[src/rtl/vga_timing_pkg.sv]
// VGA timing defaults, pattern mode codes and colour constants
// shared by vga_if and the pattern generator.
package vga_timing_pkg;

    localparam int VGA_H_ACTIVE = 640;
    localparam int VGA_H_TOTAL  = 800;
    localparam int VGA_V_ACTIVE = 480;
    localparam int VGA_V_TOTAL  = 525;

    typedef enum logic [1:0] {
        MODE_SOLID = 2'd0,
        MODE_BARS  = 2'd1,
        MODE_CHECK = 2'd2,
        MODE_BOX   = 2'd3
    } mode_t;

    localparam logic [11:0] C_WHITE   = 12'hFFF;
    localparam logic [11:0] C_YELLOW  = 12'hFF0;
    localparam logic [11:0] C_CYAN    = 12'h0FF;
    localparam logic [11:0] C_GREEN   = 12'h0F0;
    localparam logic [11:0] C_MAGENTA = 12'hF0F;
    localparam logic [11:0] C_RED     = 12'hF00;
    localparam logic [11:0] C_BLUE    = 12'h00F;
    localparam logic [11:0] C_BLACK   = 12'h000;

    function automatic logic [11:0] barColour(input logic [2:0] idx);
        logic [11:0] c;
        c = C_BLACK;
        unique case (idx)
            3'd0: c = C_WHITE;
            3'd1: c = C_YELLOW;
            3'd2: c = C_CYAN;
            3'd3: c = C_GREEN;
            3'd4: c = C_MAGENTA;
            3'd5: c = C_RED;
            3'd6: c = C_BLUE;
            3'd7: c = C_BLACK;
        endcase
        return c;
    endfunction

endpackage

[src/rtl/vga_pixel_counter.sv]
// Horizontal/vertical raster counters preloaded LEAD pixels ahead
// so the generator stays aligned with the registered vga_if input.
module vga_pixel_counter
    import vga_timing_pkg::*;
#(
    parameter int H_ACTIVE = VGA_H_ACTIVE,
    parameter int H_TOTAL  = VGA_H_TOTAL,
    parameter int V_ACTIVE = VGA_V_ACTIVE,
    parameter int V_TOTAL  = VGA_V_TOTAL,
    parameter int LEAD     = 1
) (
    input  logic                       clkIn,
    input  logic                       rstIn,
    output logic [$clog2(H_TOTAL)-1:0] hCnt,
    output logic [$clog2(V_TOTAL)-1:0] vCnt,
    output logic                       lineEnd,
    output logic                       frameStart,
    output logic                       active
);

    localparam int HW = $clog2(H_TOTAL);
    localparam int VW = $clog2(V_TOTAL);

    localparam logic [HW-1:0] H_LAST = HW'(H_TOTAL - 1);
    localparam logic [VW-1:0] V_LAST = VW'(V_TOTAL - 1);
    localparam logic [HW-1:0] H_ACT  = HW'(H_ACTIVE);
    localparam logic [VW-1:0] V_ACT  = VW'(V_ACTIVE);

    assign lineEnd    = (hCnt == H_LAST);
    assign frameStart = (hCnt == '0) && (vCnt == '0);
    assign active     = (hCnt < H_ACT) && (vCnt < V_ACT);

    always_ff @(posedge clkIn or negedge rstIn) begin
        if (!rstIn) begin
            hCnt <= HW'(LEAD);
            vCnt <= '0;
        end else if (lineEnd) begin
            hCnt <= '0;
            vCnt <= (vCnt == V_LAST) ? '0 : vCnt + VW'(1);
        end else begin
            hCnt <= hCnt + HW'(1);
        end
    end

endmodule

[src/rtl/vga_pattern_gen.sv]
// Selectable VGA test pattern source feeding vga_if.
// Define VGA_PATTERN_BORDER_EN to draw a white frame on the active edge.
module vga_pattern_gen
    import vga_timing_pkg::*;
#(
    parameter int H_ACTIVE   = VGA_H_ACTIVE,
    parameter int H_TOTAL    = VGA_H_TOTAL,
    parameter int V_ACTIVE   = VGA_V_ACTIVE,
    parameter int V_TOTAL    = VGA_V_TOTAL,
    parameter int LEAD       = 1,
    parameter int BOX_SIZE   = 32,
    parameter int CHECK_LOG2 = 5
) (
    input  logic        clkIn,
    input  logic        rstIn,
    input  logic [1:0]  modeIn,
    input  logic [11:0] colourIn,
    output logic [3:0]  vgaROut,
    output logic [3:0]  vgaGOut,
    output logic [3:0]  vgaBOut,
    output logic        activeOut,
    output logic        frameStartOut
);

    localparam int HW = $clog2(H_TOTAL);
    localparam int VW = $clog2(V_TOTAL);

    localparam logic [HW-1:0] X_MAX    = HW'(H_ACTIVE - BOX_SIZE);
    localparam logic [VW-1:0] Y_MAX    = VW'(V_ACTIVE - BOX_SIZE);
    localparam logic [HW-1:0] BOX_H    = HW'(BOX_SIZE);
    localparam logic [VW-1:0] BOX_V    = VW'(BOX_SIZE);
    localparam logic [HW-1:0] BAR_LAST = HW'(H_ACTIVE / 8 - 1);

    logic [HW-1:0] hCnt;
    logic [VW-1:0] vCnt;
    logic          lineEnd;
    logic          frameStart;
    logic          active;

    mode_t         modeReg;
    mode_t         modeNow;
    logic [11:0]   colourReg;
    logic [11:0]   colourNow;
    logic [7:0]    frameCnt;

    logic [HW-1:0] boxX;
    logic [HW-1:0] boxXNext;
    logic [HW-1:0] boxXNow;
    logic [VW-1:0] boxY;
    logic [VW-1:0] boxYNext;
    logic [VW-1:0] boxYNow;
    logic          dirX;
    logic          dirXNext;
    logic          dirY;
    logic          dirYNext;
    logic          inBox;

    logic [HW-1:0] barCnt;
    logic [2:0]    barIdx;
    logic          border;
    logic [11:0]   pix;

    vga_pixel_counter #(
        .H_ACTIVE (H_ACTIVE),
        .H_TOTAL  (H_TOTAL),
        .V_ACTIVE (V_ACTIVE),
        .V_TOTAL  (V_TOTAL),
        .LEAD     (LEAD)
    ) uCounter (
        .clkIn      (clkIn),
        .rstIn      (rstIn),
        .hCnt       (hCnt),
        .vCnt       (vCnt),
        .lineEnd    (lineEnd),
        .frameStart (frameStart),
        .active     (active)
    );

`ifdef VGA_PATTERN_BORDER_EN
    localparam logic [HW-1:0] H_EDGE = HW'(H_ACTIVE - 1);
    localparam logic [VW-1:0] V_EDGE = VW'(V_ACTIVE - 1);

    assign border = active &&
        (hCnt == '0 || hCnt == H_EDGE ||
         vCnt == '0 || vCnt == V_EDGE);
`else
    assign border = 1'b0;
`endif

    // Pixel (0,0) already sees the settings being latched this cycle.
    always_comb begin
        modeNow   = frameStart ? mode_t'(modeIn) : modeReg;
        colourNow = frameStart ? colourIn : colourReg;

        boxXNext = dirX ? boxX + HW'(1) : boxX - HW'(1);
        boxYNext = dirY ? boxY + VW'(1) : boxY - VW'(1);

        dirXNext = dirX;
        if (boxXNext == X_MAX) dirXNext = 1'b0;
        else if (boxXNext == '0) dirXNext = 1'b1;

        dirYNext = dirY;
        if (boxYNext == Y_MAX) dirYNext = 1'b0;
        else if (boxYNext == '0) dirYNext = 1'b1;

        boxXNow = frameStart ? boxXNext : boxX;
        boxYNow = frameStart ? boxYNext : boxY;

        inBox = (hCnt >= boxXNow) && (hCnt < boxXNow + BOX_H) &&
                (vCnt >= boxYNow) && (vCnt < boxYNow + BOX_V);

        pix = C_BLACK;
        if (active) begin
            unique case (modeNow)
                MODE_SOLID: pix = colourNow;
                MODE_BARS:  pix = barColour(barIdx);
                MODE_CHECK: pix = (hCnt[CHECK_LOG2] ^ vCnt[CHECK_LOG2])
                                  ? C_WHITE : C_BLACK;
                MODE_BOX:   pix = inBox ? colourNow : C_BLACK;
            endcase
        end
        if (border) pix = C_WHITE;
    end

    always_ff @(posedge clkIn or negedge rstIn) begin
        if (!rstIn) begin
            vgaROut       <= '0;
            vgaGOut       <= '0;
            vgaBOut       <= '0;
            activeOut     <= 1'b0;
            frameStartOut <= 1'b0;
            modeReg       <= MODE_SOLID;
            colourReg     <= '0;
            frameCnt      <= '0;
            boxX          <= '0;
            boxY          <= '0;
            dirX          <= 1'b1;
            dirY          <= 1'b1;
            barCnt        <= '0;
            barIdx        <= '0;
        end else begin
            {vgaROut, vgaGOut, vgaBOut} <= pix;
            activeOut     <= active;
            frameStartOut <= frameStart;

            if (frameStart) begin
                modeReg   <= mode_t'(modeIn);
                colourReg <= colourIn;
                frameCnt  <= frameCnt + 8'd1;
                boxX      <= boxXNext;
                boxY      <= boxYNext;
                dirX      <= dirXNext;
                dirY      <= dirYNext;
            end

            // Bar counters track the pixel at the current hCnt.
            if (lineEnd) begin
                barCnt <= '0;
                barIdx <= '0;
            end else if (barCnt == BAR_LAST) begin
                barCnt <= '0;
                barIdx <= barIdx + 3'd1;
            end else begin
                barCnt <= barCnt + HW'(1);
            end
        end
    end

endmodule

[config.mk]
export PLATFORM = sky130hd
export DESIGN_NAME = vga_pattern_gen
export DESIGN_NICKNAME = d
export VERILOG_FILES = /design/src/rtl/vga_timing_pkg.sv /design/src/rtl/vga_pixel_counter.sv /design/src/rtl/vga_pattern_gen.sv
export SDC_FILE = /design/constraint.sdc
export NUM_CORES = 1
export LEC_CHECK = 0
export ABC_AREA = 0
export CAP_MARGIN = 0
export CORE_ASPECT_RATIO = 0.7
export CORE_MARGIN = 4
export CORE_UTILIZATION = 55
export CTS_CLUSTER_DIAMETER = 80
export DETAILED_ROUTE_END_ITERATION = 8
export GPL_TIMING_DRIVEN = 0
export PLACE_DENSITY_LB_ADDON = 0.2
export SLEW_MARGIN = 20
export SYNTH_ARGS = -nofsm -noshare
export SYNTH_HDL_FRONTEND = slang
export SYNTH_HIERARCHICAL = 1
export SYNTH_SLANG_ARGS = --single-unit
[constraint.sdc]
create_clock -name clkIn -period 4.6 [get_ports clkIn]
set_input_delay 0.46 -clock clkIn [delete_from_list [all_inputs] [get_ports clkIn]]
set_output_delay 0.46 -clock clkIn [all_outputs]
set_load 0.005 [all_outputs]
Word-level counts from Yosys, hierarchy flattened:

Memory sizes are Yosys's and may differ from the RTL's.
Cells that the tools add are included.

* bitwise operators: 1
* magnitude comparators: 6
* reductions and logical operators: 15
* muxes and demuxes: 20
* add/subtract/negate cells: 10
* equality and inequality tests: 8

Operators by type and width (count)
* 10-bit two-way mux: 8
* 10-bit by 1-bit adder with 10-bit output, second input constant: 5
* 12-bit two-way mux: 4
* 12-bit case mux with 4 select lines: 1
* 10-bit logical NOT: 4
* 10-bit == test, second input constant: 3
* 10-bit by 6-bit adder with 10-bit output, second input constant: 2
* 10-bit greater-or-equal comparator: 2
* 10-bit less-than comparator: 2
* 10-bit by 1-bit subtractor with 10-bit output, second input constant: 2
* 10-bit by 7-bit == test with 1-bit output, second input constant: 1
* 10-bit by 9-bit == test with 1-bit output, second input constant: 1
* 10-bit less-than comparator, second input constant: 1
* 10-bit by 9-bit less-than comparator with 1-bit output, second input constant: 1
* 3-bit two-way mux: 2
* 2-bit nonzero test: 3
* 1-bit logical AND: 5
* 2-bit == test, second input constant: 2
* 1-bit two-way mux: 4
* 2-bit AND reduction: 2
* 3-bit by 1-bit adder with 3-bit output, second input constant: 1
* 2-bit by 1-bit == test with 1-bit output, second input constant: 1
* 2-bit logical NOT: 1
* 2-bit two-way mux: 1
* 1-bit XOR: 1

* output and inout bits: 14
* memories kept: 1
* register bits after elaboration: 83
* word-level logic and storage cells: 76
* ROM bits: 96

Memory list
* (name not given): depth 8, bits a word 12, read ports 1, clocked after Yosys merged registers in 0, wr ports 0, RTL line vga_timing_pkg.sv:29 `unique case (idx)`

Depth between registers and ports, before layout:

* depth after elaboration: 11
* depth in mapped cells: 21
* gate-level depth less buffers: 20

Cells and area by module:

The synthesis kept the hierarchy.

By module, submodules not included
* vga_pattern_gen: area each 4314.1 um^2, cells each 435, instances 1, sequential area each 1579.0 um^2
* vga_pixel_counter: area each 1043.5 um^2, cells each 103, instances 1, sequential area each 501.7 um^2

Least setup slack after synthesis:

No wires, ideal clock.

* path kind: reg2reg
* from: register uCounter.hCnt[2]
* to: register vgaBOut[0]
* cell stages (with the launch flop): 18
* arrival: 4.475 ns
* buffers on the path: 3
* setup slack: 0.060 ns
* path through: dfrtp_1 -> or4_2 -> nor2_1 -> buf_6 -> buf_6 -> clkbuf_1 -> mux2i_1 -> inv_1 -> ha_1 -> nand3_1 -> xnor2_1 -> ha_1 -> a211o_1 -> a211oi_1 -> o2111ai_1 -> nor4_1 -> and2_1 -> o221a_2

* elaborated cells on any way between the ends: 24
* classes of those cells: add/sub: 2; order compare: 5; eq/ne: 3; mux: 7; reduce/logical: 7

RTL lines
* start: declaration: RTL line vga_pixel_counter.sv:14 `output logic [$clog2(H_TOTAL)-1:0] hCnt,`
* start signal: assignment: RTL line vga_pixel_counter.sv:35 `hCnt <= HW'(LEAD);`
* start signal: assignment: RTL line vga_pixel_counter.sv:41 `hCnt <= hCnt + HW'(1);`
* 10-bit logical NOT (*): RTL line vga_pixel_counter.sv:30 `assign frameStart = (hCnt == '0) && (vCnt == '0);`
* 1-bit logical AND (*): RTL line vga_pixel_counter.sv:30
* named net frameStart: RTL line vga_pattern_gen.sv:37 `logic frameStart;`
* 10-bit two-way mux (*)
* named net boxYNow[6]: RTL line vga_pattern_gen.sv:51 `logic [VW-1:0] boxYNow;`
* 10-bit by 6-bit adder with 10-bit output / 10-bit greater-or-equal comparator (equally long branches): RTL line vga_pattern_gen.sv:110 `(vCnt >= boxYNow) && (vCnt < boxYNow + BOX_V);`
* 10-bit less-than comparator / 1-bit logical AND (equally long branches): RTL line vga_pattern_gen.sv:110, vga_pattern_gen.sv:109
* 1-bit logical AND (*): RTL line vga_pattern_gen.sv:110
* 12-bit two-way mux (*): RTL line vga_pattern_gen.sv:119 `MODE_BOX: pix = inBox ? colourNow : C_BLACK;`
* 12-bit case mux with 4 select lines (*): RTL line vga_pattern_gen.sv:114 `unique case (modeNow)`
* 12-bit two-way mux (*): RTL line vga_pattern_gen.sv:113 `if (active) begin`
* named net pix[0]: RTL line vga_pattern_gen.sv:61 `logic [11:0] pix;`
* end signal: assignment: RTL line vga_pattern_gen.sv:142 `{vgaROut, vgaGOut, vgaBOut} <= pix;`
* end: declaration: RTL line vga_pattern_gen.sv:20 `output logic [3:0] vgaBOut,`

Mark *: on every way through the listed nets, which the timed path passes. The rest lies on a longest branch.
A chain may end at the register's enable or synchronous reset.

Worst setup path after layout:

* from: register dirY
* to: register vgaBOut[1]

* cells in the longest elaborated chain, start to end: 8
* elaborated cells on any way between the ends: 10
* classes of those cells: add/sub: 1; order compare: 2; mux: 5; reduce/logical: 2

Ends and longest elaborated chain
* start: declaration: RTL line vga_pattern_gen.sv:54 `logic dirY;`
* start signal: assignment: RTL line vga_pattern_gen.sv:153 `dirY <= dirYNext;`
* 10-bit two-way mux (*): RTL line vga_pattern_gen.sv:96 `boxYNext = dirY ? boxY + VW'(1) : boxY - VW'(1);`
* 10-bit two-way mux (*)
* 10-bit by 6-bit adder with 10-bit output / 10-bit greater-or-equal comparator (equally long branches): RTL line vga_pattern_gen.sv:110
* 10-bit less-than comparator / 1-bit logical AND (equally long branches): RTL line vga_pattern_gen.sv:110, vga_pattern_gen.sv:109
* 1-bit logical AND (*): RTL line vga_pattern_gen.sv:110
* 12-bit two-way mux (*): RTL line vga_pattern_gen.sv:119
* 12-bit case mux with 4 select lines (*): RTL line vga_pattern_gen.sv:114
* 12-bit two-way mux (*): RTL line vga_pattern_gen.sv:113
* named net pix[1]: RTL line vga_pattern_gen.sv:61

Marks and branches as above.

==> summary.md <==
| Metric | Value |
|---|---|
| Top cells by area, synth | `dfrtp_1 37%, ha_1 13%, xnor2_1 5.2%, mux2_2 3.4%, inv_1 2.9%` |
| Largest area contributor in the netlist | `dfrtp_1` |
| CTS H-tree depth | `3` |
| Routability Congestion | `0.933` |
| Synth top area share | `37.4%` |
| Clock sinks | `83` |
| Post-synthesis cell type count | `65` |
| Post-route ant nets | `0` |
| Critical Path Most Common Cell | `xnor2_2` |
| Rows | `29` |
| Largest net degree at the start of global routing | `51` |
| Switching power | `0.364 mW` |
| Synthesized flop and latch total | `83` |
| Max-cap viol count | `0` |
| Post-synthesis compound-gate area fraction | `between 10% and 20%` |
| Synth Area in XOR/XNOR | `between 8 and 9%` |
| CP max FO | `5` |
| Top FF cell, synth | `dfrtp_1` |
| Core area | `between 0.009 and 0.01 mm²` |
| Mapped Area | `0.00536 mm²` |
| Net Sw Frac | `23.6%` |
| Max-slew headroom | `61.4%` |
| CTS tree | `yes` |
| Vias | `4,292` |
| Post-Synth Simple-Gate Area | `15.2%` |
| P&R area growth vs syn | `22.2%` |
| Part of the power in registers | `48.6%` |
| Clock skew | `just under 0.008 ns` |
| Actual slew at the worst max-slew pin | `roughly 0.58 ns` |
| Share of cells above drive strength 1 | `between 20% and 30%` |
| Critical Path AT | `4.74 ns` |
| Tcrit/Tclk final | `96.8%` |
| Final Hold Fails | `0` |
| Critical path class | `flip-flop to flip-flop` |
| Outcome | `complete, no violations` |
| Pleak | `2.81 nW` |
| Routed WL | `12.8 mm` |
| Die X | `between 100 and 150 µm` |
| Max clock buf depth | `2` |
| Async SR Flop Fraction | `100%` |
| ANT cells | `0` |
| Post-synth top cells | `80 x dfrtp_1, 56 x ha_1, 41 x inv_1` |
| CP startpoint kind | `flip-flop` |
| Post-layout nets | `669` |
| Grt ovf | `0` |
| Post-synthesis adder-cell area fraction | `13.8%` |
| Logic pwr share | `under 10%` |
| Die Y | `about 91 µm` |
| Cell count after synthesis | `around 540` |
| Gr usage total | `between 20 and 25%` |
| Count leader, synth | `dfrtp_1` |
| DRC viols | `0` |
| Peak Freq | `225 MHz` |
| Sequential area share after synthesis | `38.8%` |
| Slowest stage delay, CP | `0.61 ns` |
| Synth warn | `6` |
| Setup violators final | `0` |
| Critical Path, Cell by Cell | `clkinvlp_4 > ha_4 > o21ai_0 > o21bai_2 > a211oi_1 > o31a_1 > mux2i_2 > xnor2_2 > xnor2_2 > ha_1 > a211o_1 > a211oi_2 > o2111ai_2 > nor4_4 > buf_4 > and2_1 > o221a_2` |
| Finished Core Util | `70.5%` |
| Clk pin slew, worst setup/hold paths | `0.07 ns` |
| Routed length per instance | `17.7 µm` |
| Post-synthesis mux area share | `5.42%` |
| WP data required | `slightly below 5 ns` |
| Ports | `30` |
| Global-route wire length before repair | `20.5 mm` |
| Minimum clock period | `4.45 ns` |
| Post-synth EDFFs | `0` |
| Vias in the first global route | `4,182` |
| DR pass1 iterations | `5` |
| Clock network power share | `46.5%` |
| HP Class | `input pin to async pin` |
| Slowest cell on the critical path | `dfstp_2` |
| DR iter-0 viols | `approximately 260` |
| Internal power | `1.18 mW` |
| Worst skew pair latency | `0.35 ns` |
| Vias per cell | `5.93` |
| HPWL Detailed | `between 8 and 9 mm` |
| Dpl ws | `-0.956 ns` |
| Initial Utilization | `57.7%` |
| Largest family of logic cells by synthesized area | `simple AND/OR/NAND/NOR gates` |
| Endpoint class of the critical path | `flip-flop` |
| Port bufs | `29` |
| Initial antenna violation count | `0` |
| Root buf cell | `clkbuf_16` |
| Total CTS buffers | `9` |
| Syn Nets | `612` |
| Slew Viols, Final | `0` |
| Fill cells | `696` |
| Maximum vdd drop | `0.276 mV` |
| Syn avg cell area | `9.96 µm²` |
| Worst setup slack after layout | `0.147 ns` |
| Area of the die | `0.0114 mm²` |
| Pwr Density | `~240 mW/mm²` |
[per-stage QoR]
stage	std cells	total power, mW	hold slack, ns	TNS [ns]	cell area (µm²)
3_5_place_dp	692	0.839	0.449	-10.19	5830
5_1_grt	724	1.60	0.0980	-0.468	6550
2_1_floorplan	538	0.784	0.164	0	5360
4_1_cts	712	1.56	0.0748	0	6230
6_report	724	1.54	0.0726	0	6550
3_3_place_gp	691	0.835	0.472	-13.62	5800
[final timing paths]
check                                             from                          to  slack, ns  cells past startpoint
worst max-delay path                  dirY$_DFFE_PN1P_        vgaBOut[1]$_DFF_PN0_       0.15                     17
worst min-delay path                             rstIn  uCounter/hCnt[3]$_DFF_PN0_       0.07                      1
worst max register to register        dirY$_DFFE_PN1P_        vgaBOut[1]$_DFF_PN0_       0.15                     17
worst min register to register  colourReg[9]$_DFF_PN0_      colourReg[9]$_DFF_PN0_       0.50                      1
max in group asynchronous                        rstIn         barCnt[3]$_DFF_PN0_       3.94                      2
min in group clkIn              colourReg[9]$_DFF_PN0_      colourReg[9]$_DFF_PN0_       0.50                      1
[cells by family after synthesis]
| logic type | count (synthesis) |
|---|---|
| multiplexers | 27 |
| flip-flops | 83 |
| adder cells (fa/ha/maj) | 58 |
| XOR/XNOR | 49 |
| AND/OR/NAND/NOR | 153 |
| AO/OA/AOI/OAI | 117 |
| buffers and inverters | 51 |
[metal layers]
layer	vias to the layer above	wire [µm]	GRT usage (%)
met2	123	5840	33.6
met5	-	0	0
li1	2043	-	-
met4	0	225	7.32
met1	2107	6130	32.2
met3	19	619	4.61
[flip-flops by register name, indices dropped and copies added, names as in the netlist]
name and cells:
uCounter/hCnt 10, boxX 10, vgaROut 4, frameStartOut 1
uCounter/vCnt 10, modeReg 2, dirY 1, boxY 10
dirX 1, vgaBOut 4, vgaGOut 4, barCnt 10
activeOut 1, colourReg 12, barIdx 3
[what timing repair did]
action / 4_1_cts / 5_1_grt
buffers inserted: 4 / 12
endpoints found under the setup margin: 12 / 12
hold buffers: 0 / 0
gates resized for setup: 15 / 46
pin swaps: 1 / 18
[worst max-delay path: cells and delay by family, from the launching register on]
family | cells | cell delay, ns
AOI/OAI and AO/OA | 8 | 1.77
buffers and inverters | 2 | 0.42
xor gates and xnor gates | 2 | 0.32
DFF | 1 | 0.61
muxes | 1 | 0.29
adders and majority gates | 2 | 0.65
and+or+nand+nor | 2 | 0.33
[cell usage in the layout, fill, tap and decap left out, types with 5 or more instances in the layout]
cell | Yosys | final
nor3_1 | 8 | 8
nand2b_1 | 8 | 8
mux2_2 | 16 | 16
inv_1 | 41 | 39
nand2_1 | 24 | 24
ha_1 | 56 | 49
clkdlybuf4s50_1 | 0 | 28
ha_4 | 0 | 5
xor2_1 | 17 | 16
o21a_1 | 8 | 8
xnor2_1 | 32 | 27
xnor2_2 | 0 | 5
a21oi_2 | 1 | 5
o21ai_0 | 26 | 24
nand3_1 | 19 | 19
nor2b_1 | 6 | 5
buf_4 | 0 | 16
nor2_1 | 39 | 38
nand4_1 | 9 | 9
a21oi_1 | 28 | 24
mux2i_1 | 11 | 6
a21o_1 | 9 | 9
clkbuf_16 | 0 | 9
dfrtp_1 | 80 | 76
a211oi_2 | 1 | 6
a31oi_1 | 8 | 8
and3_1 | 8 | 7
[final cells by class]
type | count | area [µm²] | share of cell area, %
Multi-Input combinational cell | 404 | 3340 | 51.0
Sequential cell | 83 | 2090 | 31.9
Timing Repair Buffer | 46 | 439 | 6.71
Clock buffer | 10 | 239 | 3.65
Inverter | 41 | 158 | 2.41
Tap cell | 124 | 155 | 2.37
Buffer | 10 | 77.6 | 1.18
Clock inverter | 6 | 56.3 | 0.860
[power by group through the flow]
stage / clock network, mW / registers [mW] / logic [mW]
2_1_floorplan: 0 / 0.763 / 0.0209
6_report: 0.717 / 0.749 / 0.0762
3_5_place_dp: 0 / 0.763 / 0.0757
4_1_cts: 0.733 / 0.750 / 0.0765
3_3_place_gp: 0 / 0.763 / 0.0722
5_1_grt: 0.763 / 0.750 / 0.0847
No activity file was read; power rests on OpenSTA's default activity.
